===== config.mk =====
export PLATFORM = sky130hd
export DESIGN_NAME = popcount_accum_threshold
export DESIGN_NICKNAME = d
export VERILOG_FILES = /design/src/rtl/popcount_accum_threshold.sv
export SDC_FILE = /design/constraint.sdc
export NUM_CORES = 1
export LEC_CHECK = 0
export ABC_AREA = 1
export CELL_PAD_IN_SITES_DETAIL_PLACEMENT = 1
export CELL_PAD_IN_SITES_GLOBAL_PLACEMENT = 2
export CORE_ASPECT_RATIO = 0.75
export CORE_UTILIZATION = 31
export CTS_CLUSTER_SIZE = 25
export DETAILED_ROUTE_END_ITERATION = 10
export GPL_TIMING_DRIVEN = 1
export HOLD_SLACK_MARGIN = 0.02
export PLACE_DENSITY_LB_ADDON = 0.2
export SETUP_SLACK_MARGIN = 0.3
export SLEW_MARGIN = 40
export SYNTH_ARGS = -nofsm -noshare
export SYNTH_HDL_FRONTEND = slang
export SYNTH_SLANG_ARGS = --single-unit
export TNS_END_PERCENT = 10

===== constraint.sdc =====
create_clock -name clk -period 4.5 [get_ports clk]
set_input_delay 0.675 -clock clk [delete_from_list [all_inputs] [get_ports clk]]
set_output_delay 0.675 -clock clk [all_outputs]
set_load 0.01 [all_outputs]

===== src/rtl/popcount_accum_threshold.sv =====
// -----------------------------------------------------------------------------
// popcount_accum_threshold
//
// Consumer of the 1024-bit popcount stage in the binarized-neuron datapath.
// It sums the per-chunk popcounts of one neuron over a configurable number of
// chunks. It then compares the neuron total against an unsigned threshold and
// hands {activation bit, raw sum} to the activation buffer over valid/ready.
//
// Optional feature macro: POPACC_SAT_EN
//   defined   : the accumulator saturates at 2^ACC_WIDTH-1, and the extra
//               output out_sat flags a neuron in which any addition saturated.
//   undefined : the accumulator wraps modulo 2^ACC_WIDTH, and out_sat does
//               not exist.
//
// Ports
//   clk            in   clock
//   rst            in   synchronous reset, active-high
//   cfg_chunks     in   chunks per neuron (0 behaves as 1)
//   cfg_threshold  in   activation threshold (unsigned)
//   in_valid       in   in_count carries a chunk popcount
//   in_count       in   chunk popcount
//   in_ready       out  a chunk is accepted this cycle if in_valid is high
//   out_valid      out  neuron result available
//   out_ready      in   downstream takes the result
//   out_bit        out  1 when out_sum >= latched threshold
//   out_sum        out  accumulated neuron popcount
//   out_sat        out  (POPACC_SAT_EN only) saturation occurred in this neuron
//   busy           out  a neuron is partially accumulated
// -----------------------------------------------------------------------------
module popcount_accum_threshold #(
    parameter int IN_WIDTH        = 11,
    parameter int ACC_WIDTH       = 20,
    parameter int CHUNK_CNT_WIDTH = 8
) (
    input  logic                       clk,
    input  logic                       rst,
    input  logic [CHUNK_CNT_WIDTH-1:0] cfg_chunks,
    input  logic [ACC_WIDTH-1:0]       cfg_threshold,
    input  logic                       in_valid,
    input  logic [IN_WIDTH-1:0]        in_count,
    output logic                       in_ready,
    output logic                       out_valid,
    input  logic                       out_ready,
    output logic                       out_bit,
    output logic [ACC_WIDTH-1:0]       out_sum,
`ifdef POPACC_SAT_EN
    output logic                       out_sat,
`endif
    output logic                       busy
);

    typedef enum logic {
        ACCUM = 1'b0,
        EMIT  = 1'b1
    } state_t;

    typedef logic [CHUNK_CNT_WIDTH:0] cnt_ext_t;

    state_t                     state_q;
    logic [ACC_WIDTH-1:0]       acc_q;
    logic [ACC_WIDTH-1:0]       thr_q;
    logic [ACC_WIDTH-1:0]       out_sum_q;
    logic [CHUNK_CNT_WIDTH-1:0] chunk_idx_q;
    logic [CHUNK_CNT_WIDTH-1:0] n_chunks_q;
    logic                       out_valid_q;
    logic                       out_bit_q;

    logic                       accept;
    logic                       first;
    logic                       last;
    logic [CHUNK_CNT_WIDTH-1:0] n_eff;
    logic [ACC_WIDTH-1:0]       thr_eff;
    logic [ACC_WIDTH-1:0]       base;
    logic [ACC_WIDTH-1:0]       acc_d;
    logic                       bit_d;

`ifdef POPACC_SAT_EN
    logic sat_q;        // running "some add saturated" flag for this neuron
    logic out_sat_q;
    logic sat_d;
    logic add_carry;

    // Returns {saturated, sum}; the sum clamps to all-ones on carry-out.
    function automatic logic [ACC_WIDTH:0] add_sat(input logic [ACC_WIDTH-1:0] a,
                                                   input logic [IN_WIDTH-1:0]  b);
        logic [ACC_WIDTH:0] full;
        full = {1'b0, a} + (ACC_WIDTH+1)'(b);
        if (full[ACC_WIDTH]) begin
            return {1'b1, {ACC_WIDTH{1'b1}}};
        end
        return full;
    endfunction
`else
    function automatic logic [ACC_WIDTH-1:0] add_wrap(input logic [ACC_WIDTH-1:0] a,
                                                      input logic [IN_WIDTH-1:0]  b);
        return a + ACC_WIDTH'(b);
    endfunction
`endif

    always_comb begin
        // While in EMIT, back-pressure from the output passes straight to the input.
        in_ready = rst ? 1'b1 : ((state_q == ACCUM) ? 1'b1 : out_ready);
        busy     = !rst && (state_q == ACCUM) && (chunk_idx_q != '0);
        accept   = in_valid && in_ready;

        // A chunk arriving at index 0 opens a new neuron. It uses the live config,
        // which the register block latches for the remaining chunks.
        first   = (chunk_idx_q == '0);
        n_eff   = first ? ((cfg_chunks == '0) ? CHUNK_CNT_WIDTH'(1) : cfg_chunks)
                        : n_chunks_q;
        thr_eff = first ? cfg_threshold : thr_q;
        base    = first ? '0 : acc_q;

`ifdef POPACC_SAT_EN
        {add_carry, acc_d} = add_sat(base, in_count);
        sat_d              = (first ? 1'b0 : sat_q) | add_carry;
`else
        acc_d = add_wrap(base, in_count);
`endif

        // Compare one bit wider so that n_chunks = 2^W-1 cannot wrap.
        last  = (cnt_ext_t'(chunk_idx_q) + cnt_ext_t'(1)) == cnt_ext_t'(n_eff);
        bit_d = (acc_d >= thr_eff);
    end

    always_ff @(posedge clk) begin
        if (rst) begin
            state_q     <= ACCUM;
            acc_q       <= '0;
            thr_q       <= '0;
            n_chunks_q  <= '0;
            chunk_idx_q <= '0;
            out_valid_q <= 1'b0;
            out_bit_q   <= 1'b0;
            out_sum_q   <= '0;
`ifdef POPACC_SAT_EN
            sat_q       <= 1'b0;
            out_sat_q   <= 1'b0;
`endif
        end else if (accept) begin
            // In EMIT, an accept implies out_ready: the old result retires now.
            acc_q <= acc_d;
`ifdef POPACC_SAT_EN
            sat_q <= sat_d;
`endif
            if (first) begin
                n_chunks_q <= n_eff;
                thr_q      <= thr_eff;
            end
            if (last) begin
                state_q     <= EMIT;
                out_valid_q <= 1'b1;
                out_sum_q   <= acc_d;
                out_bit_q   <= bit_d;
`ifdef POPACC_SAT_EN
                out_sat_q   <= sat_d;
`endif
                chunk_idx_q <= '0;
            end else begin
                state_q     <= ACCUM;
                out_valid_q <= 1'b0;
                chunk_idx_q <= chunk_idx_q + CHUNK_CNT_WIDTH'(1);
            end
        end else if ((state_q == EMIT) && out_ready) begin
            state_q     <= ACCUM;
            out_valid_q <= 1'b0;
        end
    end

    assign out_valid = out_valid_q;
    assign out_bit   = out_bit_q;
    assign out_sum   = out_sum_q;
`ifdef POPACC_SAT_EN
    assign out_sat   = out_sat_q;
`endif

endmodule


# Word-level counts from Yosys, hierarchy flattened
# Index checks and enable logic that the tools add are counted.
dict set report word_totals {
  regBits 78
  input_bits 43
  output_inout_bits 24
  elab_cells 34
}
dict set report classes {
  addsub 3
  n_lt_le_gt_ge 1
  n_eq_ne 1
  n_mux 10
  n_bitwise 1
  reduce_logical 11
}
# operator count
set ops {}
lappend ops {{two-way mux 20 bit} 2}
lappend ops {{two-way mux 8 bit} 3}
lappend ops {{adder 20 x 11 -> 20 bit} 1}
lappend ops {{greater-or-equal comparator 20 bit} 1}
lappend ops {{zero test 8 bit} 2}
lappend ops {{adder 8 x 1 -> 9 bit, second input constant} 1}
lappend ops {{== test 9 x 8 -> 1 bit} 1}
lappend ops {{adder 8 x 1 -> 8 bit, second input constant} 1}
lappend ops {{nonzero test 8 bit} 1}
lappend ops {{two-way mux 1 bit} 5}
lappend ops {{logical AND 1 bit} 4}
lappend ops {{AND reduction 2 bit} 2}
lappend ops {{nonzero test 2 bit} 1}
lappend ops {{zero test 1 bit} 1}
lappend ops {{inverter 1 bit} 1}

# Logic depth before layout (Yosys ltp)
dict set report depth {
  word_depth 6
  mapped_depth 28
}

# Least setup slack after synthesis
# Ideal clock, no wire load.
dict set report synth_path {
  path_kind {flip-flop to flip-flop}
  from {reg chunk_idx_q[0]}
  to {reg out_bit_q, in the netlist out_bit}
  arrival_time_ps 3707
  t_required_ps 4442
  slack_ps 735
  path_stages_with_launch 27
  n_path_buf 2
  path_cell_list {dfxtp_1 > inv_1 > ha_1 > nand3_2 > nor2_8 > clkbuf_1 > buf_1 > nor2_1 > ha_1 > inv_1 > fa_1 > inv_1 > nand3_1 > nand2_1 > a21oi_1 > o21bai_1 > nand2_1 > nand2_1 > o21ai_0 > nand2_1 > ha_1 > nand2_1 > nor3_1 > nand2_1 > o211ai_1 > nand3_1 > nand2_1}
}
dict set report synth_via {
  elab_chain_len 4
  word_cells_on_any_way 9
  cone_classes {add/sub: 2; order compare: 1; eq/ne: 1; mux: 3; reduce/logical: 2}
}
# item line
set synth_rtl {}
lappend synth_rtl {{start: declaration} 63} ;# logic [CHUNK_CNT_WIDTH-1:0] chunk_idx_q;
lappend synth_rtl {{start signal: assignment} 162} ;# chunk_idx_q <= chunk_idx_q + CHUNK_CNT_WIDTH'(1);
lappend synth_rtl {{zero test 8 bit} 108} ;# first = (chunk_idx_q == '0);
lappend synth_rtl {{two-way mux 20 bit} 112} ;# base = first ? '0 : acc_q;
lappend synth_rtl {{adder 20 x 11 -> 20 bit} 96} ;# return a + ACC_WIDTH'(b);
lappend synth_rtl {{via acc_d[12]} 74} ;# logic [ACC_WIDTH-1:0] acc_d;
lappend synth_rtl {{greater-or-equal comparator 20 bit} 123} ;# bit_d = (acc_d >= thr_eff);
lappend synth_rtl {{end signal: assignment} 154} ;# out_bit_q <= bit_d;
lappend synth_rtl {{end: declaration} 66} ;# logic out_bit_q;
# The timed path passes the listed nets, and every way through them passes these cells.
# A chain may end at the register's enable or synchronous reset.

# Worst setup path in the final report
# Ends and elaborated chain as after synthesis.

==> out/qor.txt <==
Crit path time final - 3.83 ns
Fillers - 1,940
Worst-Margin Slew - 0.756 ns
Result of the run - finished, final reports clean
Total number of vias - 4,960
Register area share after synthesis - 31.4%
RePlAce Congestion - 0.846
Area Overhead vs Synth - 24.9%
Min Hold Slack - 0.454 ns
Area of the core - 15,500 sq um
LEAKAGE - 0.00293 uW
Antenna diode count - 0
Most frequent cell after synthesis - nand2_1
Total Neg Setup Slack - 0 ns
ANT nets after route - 0
Post-synth EDFFs - 0
Worst Path Max Fanout - 11
Pin count of the biggest net entering global routing - 68
Vias in the first global route - 5,073
Mapped Nets - 817
Netlist cell types - 34
Area of the multi-input gates - 2940 sq um
Drt via density - 4.91
WP data arrival - 4.08 ns
Top-area cell type share of the netlist area - 31.4%
Syn Inst Count - 740
Drt pass-1 iters - 4
Clock Pin Slew Worst Setup and Hold Paths - 0.06 ns
Synth area leaders - dfxtp_1 31%, nand2_1 11%, ha_1 8.3%, nand3_1 7.9%, nor2_1 7.6%
DR WL/cell - 16.8 um
Initial core utilization - 32.1%
Max clock buf depth - 2
Max-Cap Viols - 0
Crit end category - flip-flop
Synthesis-stage register bit count - 78
Synth Cell Area - 4970 sq um
Hold Vio Cnt, Final - 0
Synth warnings - 0
FP Rows - 39
Crit share post-route - 85.1%
Root Driver - clkbuf_16
Post-Syn Area per Cell - 6.72 sq um
Critical path class - reg -> reg
IO Count - 67
Max Slew Vio Count - 0
Synth cell count leaders - 146 x nand2_1, 101 x nor2_1, 84 x inv_1
Pwr/cell area - 366 nW/um^2
Global Route Usage Sum - 21.6%
DP Wirelength - 12,800 um
Worst Path Required - 4.74 ns
CP startpoint kind - flip-flop
Final setup viols - 0
Sink Count - 78
Seq. cell area - 1560 sq um
Share of cells above drive strength 1 - 7.20%
CTS tree - yes
# DRC - 0
Die Y-Extent - 112 um
Min-Delay Path Class - reg -> reg
Initial antenna violation count - 0
Worst slew margin - 49.5%
Die Area - 16,500 sq um
Total Wirelength - 17,000 um
Nets@finish - 878
Synth async-reset ratio - 0%
Iter 0 DRT Violations - 201
Fmax - 261 MHz
Global-route wire length before repair - 27,200 um
Clk_skew - 0.00670 ns
Total CTS buffers - 9
I/O Buffers - 66
Worst IR drop on VDD - 0.000170 V
DIE WIDTH - 148 um
Clock Latency Late Sink - 0.35 ns
GRT overflow - 0
RSZ-0062 raised after global routing - no
Main synth FF type - dfxtp_1
Yosys top cell by area - dfxtp_1
Number of H-tree levels - 3
[report_power, final]
part / internal [uW] / switching [uW]
logic: 233 / 399
registers: 741 / 23.5
clock network: 556 / 318
[per-stage QoR]
step | total power, uW | util [%] | cell area (sq um) | setup WS [ns] | std cells
after floorplan | 1180 | - | 4970 | 0.735 | 740
after global placement | 1380 | 37.5 | 5810 | 0.477 | 990
after detailed placement | 1400 | 37.5 | 5810 | 0.353 | 990
after CTS | 2280 | 39.8 | 6150 | 0.372 | 1005
after global routing | 2410 | 40.1 | 6210 | 0.316 | 1010
final | 2270 | 40.1 | 6210 | 0.669 | 1010
[per-layer routing]
| metal | up-vias | GRT usage, % | routed length, um |
|---|---|---|---|
| li1 | 2524 | - | - |
| met1 | 2334 | 31.3 | 8830 |
| met2 | 88 | 32.4 | 7160 |
| met3 | 14 | 4.92 | 796 |
| met4 | 0 | 4.40 | 174 |
| met5 | - | 0 | 0 |
[cells in the final DEF, fill, tap and decap left out, types with 4 or more instances in the layout]
cell               n
inv_2              6
inv_1             83
nor2_1           101
xor2_1            11
clkdlybuf4s50_1   66
nand4_1            5
nor2_4             4
mux2i_1           12
nand2_1          146
nand3_2            4
dfxtp_1           78
xnor2_1            4
o21ai_0           60
buf_4             14
ha_1              33
a21oi_1           48
nand2_2            4
nor2_2             5
a211oi_1           8
nand3_1           78
clkbuf_16          9
[final cells by class]
type | instances | area share (%)
Multi-Input combinational cell | 543 | 47.4
Sequential cell | 78 | 25.2
Timing Repair Buffer | 80 | 12.3
Inverter | 89 | 5.38
Tap cell | 205 | 4.13
Clock buffer | 10 | 3.85
Clock inverter | 5 | 1.71
[worst max-delay path: stages (launching register included)]
cell and delay [ns]:
dfxtp_1 0.39, inv_1 0.10, ha_1 0.26, nand3_2 0.15
nor2_8 0.07, nor2_1 0.11, ha_1 0.25, inv_1 0.08
fa_1 0.40, inv_1 0.10, nand3_1 0.07, nand2_1 0.11
a21oi_1 0.11, o21bai_2 0.24, xor2_2 0.35, ha_1 0.31
nand4_1 0.15, nor2_1 0.06, o21ai_0 0.15, o211ai_1 0.11
nand3_1 0.09, nand2_1 0.05
[sequential cells by signal, indices dropped and copies added, names as in the netlist]
signal,flops
acc_q,20
out_sum,20
thr_q,20
chunk_idx_q,8
n_chunks_q,8
out_bit,1
out_valid,1
[cell families after synthesis]
kind of cell,after synthesis,synth area share (%)
AO/OA/AOI/OAI,123,13.1
XOR/XNOR,16,2.82
adder cells (fa/ha/maj),34,8.71
buffers and inverters,119,9.69
flip-flops,78,31.4
multiplexers,12,2.42
AND/OR/NAND/NOR,358,31.8
[path summary, 6_finish.rpt]
check | startpoint | to | slack (ns) | cells after the start
worst max register to register | chunk_idx_q[0]$_SDFFE_PP0P_ | out_bit$_SDFFE_PP0P_ | 0.67 | 21
worst min-delay path | acc_q[0]$_SDFFE_PP0P_ | acc_q[0]$_SDFFE_PP0P_ | 0.45 | 2
worst max-delay path | chunk_idx_q[0]$_SDFFE_PP0P_ | out_bit$_SDFFE_PP0P_ | 0.67 | 21
worst min register to register | acc_q[0]$_SDFFE_PP0P_ | acc_q[0]$_SDFFE_PP0P_ | 0.45 | 2
[repair_timing]
action | in CTS | in global routing
setup buffers | 0 | 5
setup endpoints to repair | 0 | 1
resized for setup | 0 | 3
hold buffers | 0 | 0
(Power assumes the default switching activity.)
